<file path="src/rtl/mm_rd_ctrl_pkg.sv">
// rtl/mm_rd_ctrl_pkg.sv - shared state type and widths for the multiply-domain read sequencer
package mm_rd_ctrl_pkg;

    typedef enum logic [2:0] {
        IDLE,
        WAIT_BLK,
        READ,
        BLK_DONE,
        DRAIN,
        DONE
    } state_e;

    localparam int PERF_W = 32;
    localparam logic [PERF_W-1:0] PERF_MAX = '1;

    // Width of a counter that runs 0..n-1; never narrower than one bit.
    function automatic int cnt_w(input int n);
        return (n < 2) ? 1 : $clog2(n);
    endfunction

endpackage

</file>
<file path="src/rtl/mm_read_ctrl_if.sv">
// rtl/mm_read_ctrl_if.sv - session control, operand-read stream and status between buffers and array
interface mm_read_ctrl_if #(
    parameter int ADDR_W_A     = 12,
    parameter int ADDR_W_B     = 12,
    parameter int MATRIXSIZE_W = 16
);
    import mm_rd_ctrl_pkg::*;

    logic                    start_multiply;
    logic                    blk_ready;
    logic [MATRIXSIZE_W-1:0] M2;
    logic [MATRIXSIZE_W-1:0] M1dN1;
    logic [MATRIXSIZE_W-1:0] BLOCK_WIDTHdN2;
    logic [MATRIXSIZE_W-1:0] BLOCKS;
    logic [ADDR_W_A-1:0]     rd_addr_A;
    logic [ADDR_W_B-1:0]     rd_addr_B;
    logic                    rd_en;
    logic                    tile_first;
    logic                    tile_last;
    logic                    done_read_control;
    logic                    done_multiply;
    logic [PERF_W-1:0]       perf_stall_cycles;

    modport master (
        input  start_multiply, blk_ready, M2, M1dN1, BLOCK_WIDTHdN2, BLOCKS,
        output rd_addr_A, rd_addr_B, rd_en, tile_first, tile_last,
               done_read_control, done_multiply, perf_stall_cycles
    );

    modport slave (
        output start_multiply, blk_ready, M2, M1dN1, BLOCK_WIDTHdN2, BLOCKS,
        input  rd_addr_A, rd_addr_B, rd_en, tile_first, tile_last,
               done_read_control, done_multiply, perf_stall_cycles
    );

endinterface

</file>
<file path="src/rtl/mm_addr_walker.sv">
// rtl/mm_addr_walker.sv - i/j/k walk over one B block with base accumulators instead of multipliers
module mm_addr_walker #(
    parameter int ADDR_W_A     = 12,
    parameter int ADDR_W_B     = 12,
    parameter int MATRIXSIZE_W = 16
) (
    input  logic                    clk,
    input  logic                    rst,
    input  logic                    load_i,
    input  logic                    step_i,
    input  logic [MATRIXSIZE_W-1:0] m2_i,
    input  logic [MATRIXSIZE_W-1:0] m1_i,
    input  logic [MATRIXSIZE_W-1:0] bw_i,
    output logic [ADDR_W_A-1:0]     addr_a_o,
    output logic [ADDR_W_B-1:0]     addr_b_o,
    output logic                    first_o,
    output logic                    last_o,
    output logic                    zero_o,
    output logic                    done_o
);
    localparam logic [MATRIXSIZE_W-1:0] ONE = MATRIXSIZE_W'(1);

    logic [MATRIXSIZE_W-1:0] m2_q, m1_q, bw_q;
    logic [MATRIXSIZE_W-1:0] i_q, j_q, k_q;
    logic [ADDR_W_A-1:0]     base_a_q;
    logic [ADDR_W_B-1:0]     base_b_q;
    logic                    k_wrap, j_wrap, i_wrap;

    assign k_wrap = (k_q == m2_q - ONE);
    assign j_wrap = (j_q == bw_q - ONE);
    assign i_wrap = (i_q == m1_q - ONE);

    // Bases already hold i*M2 and j*M2 modulo the bank size; adding k finishes the address.
    assign addr_a_o = base_a_q + ADDR_W_A'(k_q);
    assign addr_b_o = base_b_q + ADDR_W_B'(k_q);
    assign first_o  = (k_q == '0);
    assign last_o   = k_wrap;
    assign zero_o   = (m2_q == '0) || (m1_q == '0) || (bw_q == '0);
    assign done_o   = k_wrap && j_wrap && i_wrap;

    always_ff @(posedge clk) begin
        if (rst) begin
            m2_q     <= '0;
            m1_q     <= '0;
            bw_q     <= '0;
            i_q      <= '0;
            j_q      <= '0;
            k_q      <= '0;
            base_a_q <= '0;
            base_b_q <= '0;
        end else if (load_i) begin
            m2_q     <= m2_i;
            m1_q     <= m1_i;
            bw_q     <= bw_i;
            i_q      <= '0;
            j_q      <= '0;
            k_q      <= '0;
            base_a_q <= '0;
            base_b_q <= '0;
        end else if (step_i) begin
            if (k_wrap) begin
                k_q <= '0;
                if (j_wrap) begin
                    j_q      <= '0;
                    base_b_q <= '0;
                    if (i_wrap) begin
                        i_q      <= '0;
                        base_a_q <= '0;
                    end else begin
                        i_q      <= i_q + ONE;
                        base_a_q <= base_a_q + ADDR_W_A'(m2_q);
                    end
                end else begin
                    j_q      <= j_q + ONE;
                    base_b_q <= base_b_q + ADDR_W_B'(m2_q);
                end
            end else begin
                k_q <= k_q + ONE;
            end
        end
    end

endmodule

</file>
<file path="src/rtl/mm_read_ctrl.sv">
// rtl/mm_read_ctrl.sv - block sequencer issuing A/B read pairs and done pulses per multiply session
// Optional stall counter built only when MM_RD_CTRL_PERF_EN is defined.
module mm_read_ctrl
    import mm_rd_ctrl_pkg::*;
#(
    parameter int ADDR_W_A     = 12,
    parameter int ADDR_W_B     = 12,
    parameter int MATRIXSIZE_W = 16,
    parameter int DRAIN_CYC    = 8
) (
    input  logic          clk,
    input  logic          rst,
    mm_read_ctrl_if.master bus
);
    localparam int MS_W    = MATRIXSIZE_W;
    localparam int DRAIN_W = cnt_w(DRAIN_CYC);
    localparam logic [DRAIN_W-1:0] DRAIN_LAST = DRAIN_W'(DRAIN_CYC - 1);
    localparam logic [DRAIN_W-1:0] DRAIN_ONE  = DRAIN_W'(1);
    localparam logic [MS_W:0]      BLK_ONE    = (MS_W+1)'(1);

    state_e              state_q;
    logic                armed_q;
    logic [MS_W-1:0]     blk_cnt_q;
    logic [MS_W-1:0]     blocks_q;
    logic [DRAIN_W-1:0]  drain_cnt_q;
    logic                rd_en_q, tile_first_q, tile_last_q;
    logic                done_rc_q, done_mul_q;
    logic [ADDR_W_A-1:0] addr_a_q;
    logic [ADDR_W_B-1:0] addr_b_q;

    logic                take_blk, walk_step, more_blocks;
    logic [MS_W:0]       blk_next, blocks_eff;
    logic [ADDR_W_A-1:0] walk_addr_a;
    logic [ADDR_W_B-1:0] walk_addr_b;
    logic                walk_first, walk_last, walk_zero, walk_done;

    // A block may only start on a fresh blk_ready level; armed is re-set by seeing it low.
    assign take_blk   = (state_q == WAIT_BLK) && bus.start_multiply && bus.blk_ready && armed_q;
    assign walk_step  = (state_q == READ) && bus.start_multiply && !walk_zero;
    assign blk_next   = {1'b0, blk_cnt_q} + BLK_ONE;
    assign blocks_eff = (blocks_q == '0) ? BLK_ONE : {1'b0, blocks_q};
    assign more_blocks = (blk_next < blocks_eff);

    mm_addr_walker #(
        .ADDR_W_A     (ADDR_W_A),
        .ADDR_W_B     (ADDR_W_B),
        .MATRIXSIZE_W (MATRIXSIZE_W)
    ) u_walker (
        .clk      (clk),
        .rst      (rst),
        .load_i   (take_blk),
        .step_i   (walk_step),
        .m2_i     (bus.M2),
        .m1_i     (bus.M1dN1),
        .bw_i     (bus.BLOCK_WIDTHdN2),
        .addr_a_o (walk_addr_a),
        .addr_b_o (walk_addr_b),
        .first_o  (walk_first),
        .last_o   (walk_last),
        .zero_o   (walk_zero),
        .done_o   (walk_done)
    );

    always_ff @(posedge clk) begin
        if (rst) begin
            state_q      <= IDLE;
            armed_q      <= 1'b1;
            blk_cnt_q    <= '0;
            blocks_q     <= '0;
            drain_cnt_q  <= '0;
            rd_en_q      <= 1'b0;
            tile_first_q <= 1'b0;
            tile_last_q  <= 1'b0;
            done_rc_q    <= 1'b0;
            done_mul_q   <= 1'b0;
            addr_a_q     <= '0;
            addr_b_q     <= '0;
        end else begin
            rd_en_q      <= 1'b0;
            tile_first_q <= 1'b0;
            tile_last_q  <= 1'b0;
            done_rc_q    <= 1'b0;
            done_mul_q   <= 1'b0;
            if (!bus.blk_ready) begin
                armed_q <= 1'b1;
            end
            case (state_q)
                IDLE: begin
                    blk_cnt_q <= '0;
                    if (bus.start_multiply) begin
                        state_q <= WAIT_BLK;
                    end
                end
                WAIT_BLK: begin
                    if (!bus.start_multiply) begin
                        state_q   <= IDLE;
                        blk_cnt_q <= '0;
                    end else if (take_blk) begin
                        state_q  <= READ;
                        armed_q  <= 1'b0;
                        blocks_q <= bus.BLOCKS;
                    end
                end
                READ: begin
                    if (!bus.start_multiply) begin
                        state_q   <= IDLE;
                        blk_cnt_q <= '0;
                    end else if (walk_zero) begin
                        state_q <= BLK_DONE;
                    end else begin
                        rd_en_q      <= 1'b1;
                        addr_a_q     <= walk_addr_a;
                        addr_b_q     <= walk_addr_b;
                        tile_first_q <= walk_first;
                        tile_last_q  <= walk_last;
                        if (walk_done) begin
                            state_q <= BLK_DONE;
                        end
                    end
                end
                BLK_DONE: begin
                    if (!bus.start_multiply) begin
                        state_q   <= IDLE;
                        blk_cnt_q <= '0;
                    end else begin
                        done_rc_q <= 1'b1;
                        blk_cnt_q <= blk_next[MS_W-1:0];
                        if (more_blocks) begin
                            state_q <= WAIT_BLK;
                        end else begin
                            state_q     <= DRAIN;
                            drain_cnt_q <= '0;
                        end
                    end
                end
                DRAIN: begin
                    if (!bus.start_multiply) begin
                        state_q   <= IDLE;
                        blk_cnt_q <= '0;
                    end else if (drain_cnt_q == DRAIN_LAST) begin
                        // Pulse is loaded on entry to DONE so it lands DRAIN_CYC after done_read_control.
                        state_q    <= DONE;
                        done_mul_q <= 1'b1;
                    end else begin
                        drain_cnt_q <= drain_cnt_q + DRAIN_ONE;
                    end
                end
                DONE: begin
                    state_q   <= IDLE;
                    blk_cnt_q <= '0;
                end
                default: begin
                    state_q <= IDLE;
                end
            endcase
        end
    end

`ifdef MM_RD_CTRL_PERF_EN
    logic [PERF_W-1:0] perf_q;

    always_ff @(posedge clk) begin
        if (rst) begin
            perf_q <= '0;
        end else if ((state_q == IDLE) && bus.start_multiply) begin
            perf_q <= '0;
        end else if ((state_q == WAIT_BLK) && bus.start_multiply && !take_blk &&
                     (perf_q != PERF_MAX)) begin
            perf_q <= perf_q + PERF_W'(1);
        end
    end

    assign bus.perf_stall_cycles = perf_q;
`else
    assign bus.perf_stall_cycles = '0;
`endif

    assign bus.rd_addr_A         = addr_a_q;
    assign bus.rd_addr_B         = addr_b_q;
    assign bus.rd_en             = rd_en_q;
    assign bus.tile_first        = tile_first_q;
    assign bus.tile_last         = tile_last_q;
    assign bus.done_read_control = done_rc_q;
    assign bus.done_multiply     = done_mul_q;

endmodule

</file>
<file path="src/flat_wrapper.sv">
// flat-port wrapper written by rule: the top's interface ports become plain ports
module mm_read_ctrl_flat import mm_rd_ctrl_pkg::*;
#(
    parameter int ADDR_W_A     = 12,
    parameter int ADDR_W_B     = 12,
    parameter int MATRIXSIZE_W = 16,
    parameter int DRAIN_CYC    = 8
)
  (clk, rst, bus_start_multiply, bus_blk_ready, bus_M2, bus_M1dN1, bus_BLOCK_WIDTHdN2, bus_BLOCKS, bus_rd_addr_A, bus_rd_addr_B, bus_rd_en, bus_tile_first, bus_tile_last, bus_done_read_control, bus_done_multiply, bus_perf_stall_cycles);
  mm_read_ctrl_if #(.ADDR_W_A(ADDR_W_A), .ADDR_W_B(ADDR_W_B), .MATRIXSIZE_W(MATRIXSIZE_W)) bus_i ();
  input  logic clk;
  input  logic rst;
  input wire logic [$bits(bus_i.start_multiply)-1:0] bus_start_multiply;
  input wire logic [$bits(bus_i.blk_ready)-1:0] bus_blk_ready;
  input wire logic [$bits(bus_i.M2)-1:0] bus_M2;
  input wire logic [$bits(bus_i.M1dN1)-1:0] bus_M1dN1;
  input wire logic [$bits(bus_i.BLOCK_WIDTHdN2)-1:0] bus_BLOCK_WIDTHdN2;
  input wire logic [$bits(bus_i.BLOCKS)-1:0] bus_BLOCKS;
  output wire logic [$bits(bus_i.rd_addr_A)-1:0] bus_rd_addr_A;
  output wire logic [$bits(bus_i.rd_addr_B)-1:0] bus_rd_addr_B;
  output wire logic [$bits(bus_i.rd_en)-1:0] bus_rd_en;
  output wire logic [$bits(bus_i.tile_first)-1:0] bus_tile_first;
  output wire logic [$bits(bus_i.tile_last)-1:0] bus_tile_last;
  output wire logic [$bits(bus_i.done_read_control)-1:0] bus_done_read_control;
  output wire logic [$bits(bus_i.done_multiply)-1:0] bus_done_multiply;
  output wire logic [$bits(bus_i.perf_stall_cycles)-1:0] bus_perf_stall_cycles;
  assign bus_i.start_multiply = bus_start_multiply;
  assign bus_i.blk_ready = bus_blk_ready;
  assign bus_i.M2 = bus_M2;
  assign bus_i.M1dN1 = bus_M1dN1;
  assign bus_i.BLOCK_WIDTHdN2 = bus_BLOCK_WIDTHdN2;
  assign bus_i.BLOCKS = bus_BLOCKS;
  assign bus_rd_addr_A = bus_i.rd_addr_A;
  assign bus_rd_addr_B = bus_i.rd_addr_B;
  assign bus_rd_en = bus_i.rd_en;
  assign bus_tile_first = bus_i.tile_first;
  assign bus_tile_last = bus_i.tile_last;
  assign bus_done_read_control = bus_i.done_read_control;
  assign bus_done_multiply = bus_i.done_multiply;
  assign bus_perf_stall_cycles = bus_i.perf_stall_cycles;
  mm_read_ctrl #(.ADDR_W_A(ADDR_W_A), .ADDR_W_B(ADDR_W_B), .MATRIXSIZE_W(MATRIXSIZE_W), .DRAIN_CYC(DRAIN_CYC)) u_core (.clk(clk), .rst(rst), .bus(bus_i));
endmodule
</file>
<file path="config.mk">
export PLATFORM = sky130hd
export DESIGN_NAME = mm_read_ctrl_flat
export DESIGN_NICKNAME = d
export VERILOG_FILES = /design/src/rtl/mm_rd_ctrl_pkg.sv /design/src/rtl/mm_read_ctrl_if.sv /design/src/rtl/mm_addr_walker.sv /design/src/rtl/mm_read_ctrl.sv /design/src/flat_wrapper.sv
export SDC_FILE = /design/constraint.sdc
export NUM_CORES = 1
export LEC_CHECK = 0
export ABC_AREA = 1
export BUFFER_PORTS_ARGS = -buffer_cell sky130_fd_sc_hd__buf_2
export CAP_MARGIN = 20
export CORE_ASPECT_RATIO = 1.5
export CORE_MARGIN = 2
export CORE_UTILIZATION = 45
export DETAILED_ROUTE_END_ITERATION = 7
export PLACE_DENSITY = 0.7
export SLEW_MARGIN = 20
export SYNTH_ARGS = -nofsm -noshare
export SYNTH_HDL_FRONTEND = slang
export SYNTH_SLANG_ARGS = --single-unit
</file>
<file path="constraint.sdc">
create_clock -name clk -period 2.7 [get_ports clk]
set_input_delay 0.675 -clock clk [delete_from_list [all_inputs] [get_ports clk]]
set_output_delay 0.675 -clock clk [all_outputs]
set_load 0.05 [all_outputs]
</file>
==> metrics <==
area grow syn2layout 15.5%; Tot GR Track Use 24.9%; Core Area 0.0280 sq mm; final worst path period share 106%; Synth area leaders dfxtp_1 29%, nand2_1 11%, ha_1 6.9%; via count 12700; fraction of layout cells with a size suffix above 1 15.5%; Avg WL per Cell 15.4 microns; die span in y 210 microns; Die X 142 microns; maximum clock rate 0.350 GHz; share of the synthesized area in the top cell type 29.5%; initial core utilization 45.6%; final setup fails 4; 1st-iter DRT viols 633; number of global-route vias before repair 12000; remaining global-route overflow 0; DRT antenna net count 0; Crit. End Element register; TritonCTS Sinks 188; Multi-input gate area 0.00796 sq mm; H-tree Lvls 4; Final nets 2167; RSZ-0062 raised after global routing true; Worst path slowest cell dfxtp_2; Mapped Cells 1888; Root Driver clkbuf_16; CTS Buf Count 17; IR drop worst, VDD 0.519 mV; initial antenna violation count 0; Worst-Skew Late Latency 0.47 ns; CTS max path bufs 2; CP Launch Type register; failing checks setup timing; Max Slew Vio Count 0; fillers 2756; CP top delay family simple AND/OR/NAND/NOR gates; WP data arrival 3.21 ns; kind of critical path reg2reg; pwr/cell area 496 mW/mm^2; # rows 75; Worst-Margin Slew 0.871 ns; clock-pin slew on the worst setup and hold paths 0.07 ns; DPL Wire Length 27800 microns; main flop type after synthesis dfxtp_1; minimum hold slack 0.439 ns; clock skew 0.0126 ns; Slew headroom 42.0%; post-synth cell types 58; final hold vios 0; flops & latches, synth 188; Critical Path Most Common Cell inv_2; maxcap violations 0; Tmin final 2.85 ns; DRC Markers 0; port bufs 96; DR vias/cell 5.31; Reg area 0.00377 sq mm; Final Routed Wirelength 36800 microns; Util after Layout 52.7%; Yosys warning count 0; Buf+Inv Stages, Crit Path 4; Post-synth EDFFs 0; syn avg cell area 6.76 sq um; Antenna Cells 0; first-pass GRT wire length 59100 microns; Post-Syn Area 0.0128 sq mm; CP cell instances inv_2, nor3_4, nand2_1, nor2_2, inv_2, nor4_4, nand3_1, xor2_1, inv_1, ha_4, nand2_4, nor4_4, nand2_1, nand3_2, nand2_2, inv_2, o21ai_1, o211a_1; Post-synth ARST share 0%; Seq/Total Area, Yosys 29.5%; hold crit path type in2reg; largest net degree at the start of global routing 130; Die ar. 0.0298 sq mm; I/O pins 129; Crit Path Max Fanout 4; worst path required time 3.06 ns; area leader, netlist dfxtp_1; First-pass DRT Iterations 5; Crit path largest cell delay 0.34 ns; P_leak 6.75 nW; outcome finished with violations; TritonCTS clock tree done; GPL Wtd Cong 0.956; final worst slack -0.155 ns
## worst paths after layout
check	start	end	slack (ns)	cells past startpoint
hold reg to reg	u_core.blk_cnt_q[14]	u_core.blk_cnt_q[14]	0.49	2
setup / recovery	u_core.blk_cnt_q[1]	u_core.drain_cnt_q[0]	-0.15	18
setup reg to reg	u_core.blk_cnt_q[1]	u_core.drain_cnt_q[0]	-0.15	18
hold / removal	bus_blk_ready	u_core.armed_q	0.44	2
## synth_stat cells, types with 4 or more instances
cell	count
inv_1	223
fa_1	4
o21ai_1	16
ha_1	70
nand4_1	36
nor2_2	9
or2_2	4
buf_4	36
o21ai_0	128
xor2_1	74
dfxtp_1	188
a211oi_1	10
nor3_1	44
clkbuf_1	34
nand2_2	17
buf_2	11
a22o_1	4
nand2_1	384
and3_1	4
a21oi_2	11
a31oi_1	4
nand3_1	102
nor4_1	15
nor2_4	7
nand3b_1	8
inv_2	10
nor2_1	182
xnor2_1	35
a21oi_1	172
## cell type report
| type | instances | share of cell area (%) |
|---|---|---|
| Multi-Input combinational cell | 1411 | 54.0 |
| Sequential cell | 188 | 25.6 |
| Timing Repair Buffer | 171 | 7.36 |
| Inverter | 236 | 6.02 |
| Clock buffer | 19 | 3.07 |
| Tap cell | 346 | 2.94 |
| Clock inverter | 13 | 1.04 |
## cells in the final DEF (no fill, tap or decap), types with 66 or more instances in the layout
master and count:
nor2_1 174, ha_1 66, dfxtp_1 184, buf_4 71, inv_1 218, a21oi_1 170
buf_2 96, xor2_1 74, o21ai_0 122, nand2_1 379, nand3_1 94
## per-layer routing
metal | routed length (microns) | global-route usage (%)
met3 | 1330 | 3.48
met4 | 1540 | 11.9
met1 | 15100 | 28.1
met5 | 0 | 0
met2 | 18800 | 45.6
## repair_timing
action | in CTS | in global routing
setup endpoints to repair | 5 | 55
hold buffers | 0 | 0
resized for setup | 15 | 39
cloned | 0 | 0
buffers inserted | 5 | 8
pin swaps | 12 | 26
endpoints found under the hold margin | 0 | 0
## logic make-up after synthesis
family                   Yosys count  share of synthesized area (%)
AO/OA/AOI/OAI                    369                           15.8
other                              1                         0.0294
adder cells (fa/ha/maj)           74                           7.49
AND/OR/NAND/NOR                  827                           29.0
buffers and inverters            320                           10.7
flip-flops                       188                           29.5
XOR/XNOR                         109                           7.48
## sequential cells by signal, summed over array words and instances, names as in the netlist, 12 cells and up
signal	count
u_core.u_walker.base_a_q	12
u_core.blk_cnt_q	16
u_core.u_walker.k_q	16
u_core.u_walker.base_b_q	12
u_core.bus.rd_addr_B	12
u_core.u_walker.j_q	16
u_core.u_walker.i_q	16
u_core.u_walker.m2_q	16
u_core.u_walker.m1_q	16
u_core.bus.rd_addr_A	12
u_core.u_walker.bw_q	16
u_core.blocks_q	16
## stage by stage
step	std cells	total power, mW	setup slack, ns	setup TNS [ns]	instance area, sq um
2_1_floorplan	1919	4.25	0.00941	0	12900
3_3_place_gp	2340	4.61	-0.331	-1.18	13800
3_5_place_dp	2340	4.64	-0.372	-1.36	13800
4_1_cts	2377	7.31	-0.216	-0.811	14500
5_1_grt	2384	7.66	-0.378	-1.64	14700
6_report	2384	7.30	-0.155	-0.523	14700
## where the power goes
| group | internal [mW] | switching [mW] | total (mW) | leakage (nW) |
|---|---|---|---|---|
| logic | 0.575 | 1.13 | 1.70 | 4.93 |
| clock network | 1.44 | 1.22 | 2.66 | 0.303 |
| registers | 2.85 | 0.0887 | 2.94 | 1.52 |
No activity file was read; power rests on OpenSTA's default activity.
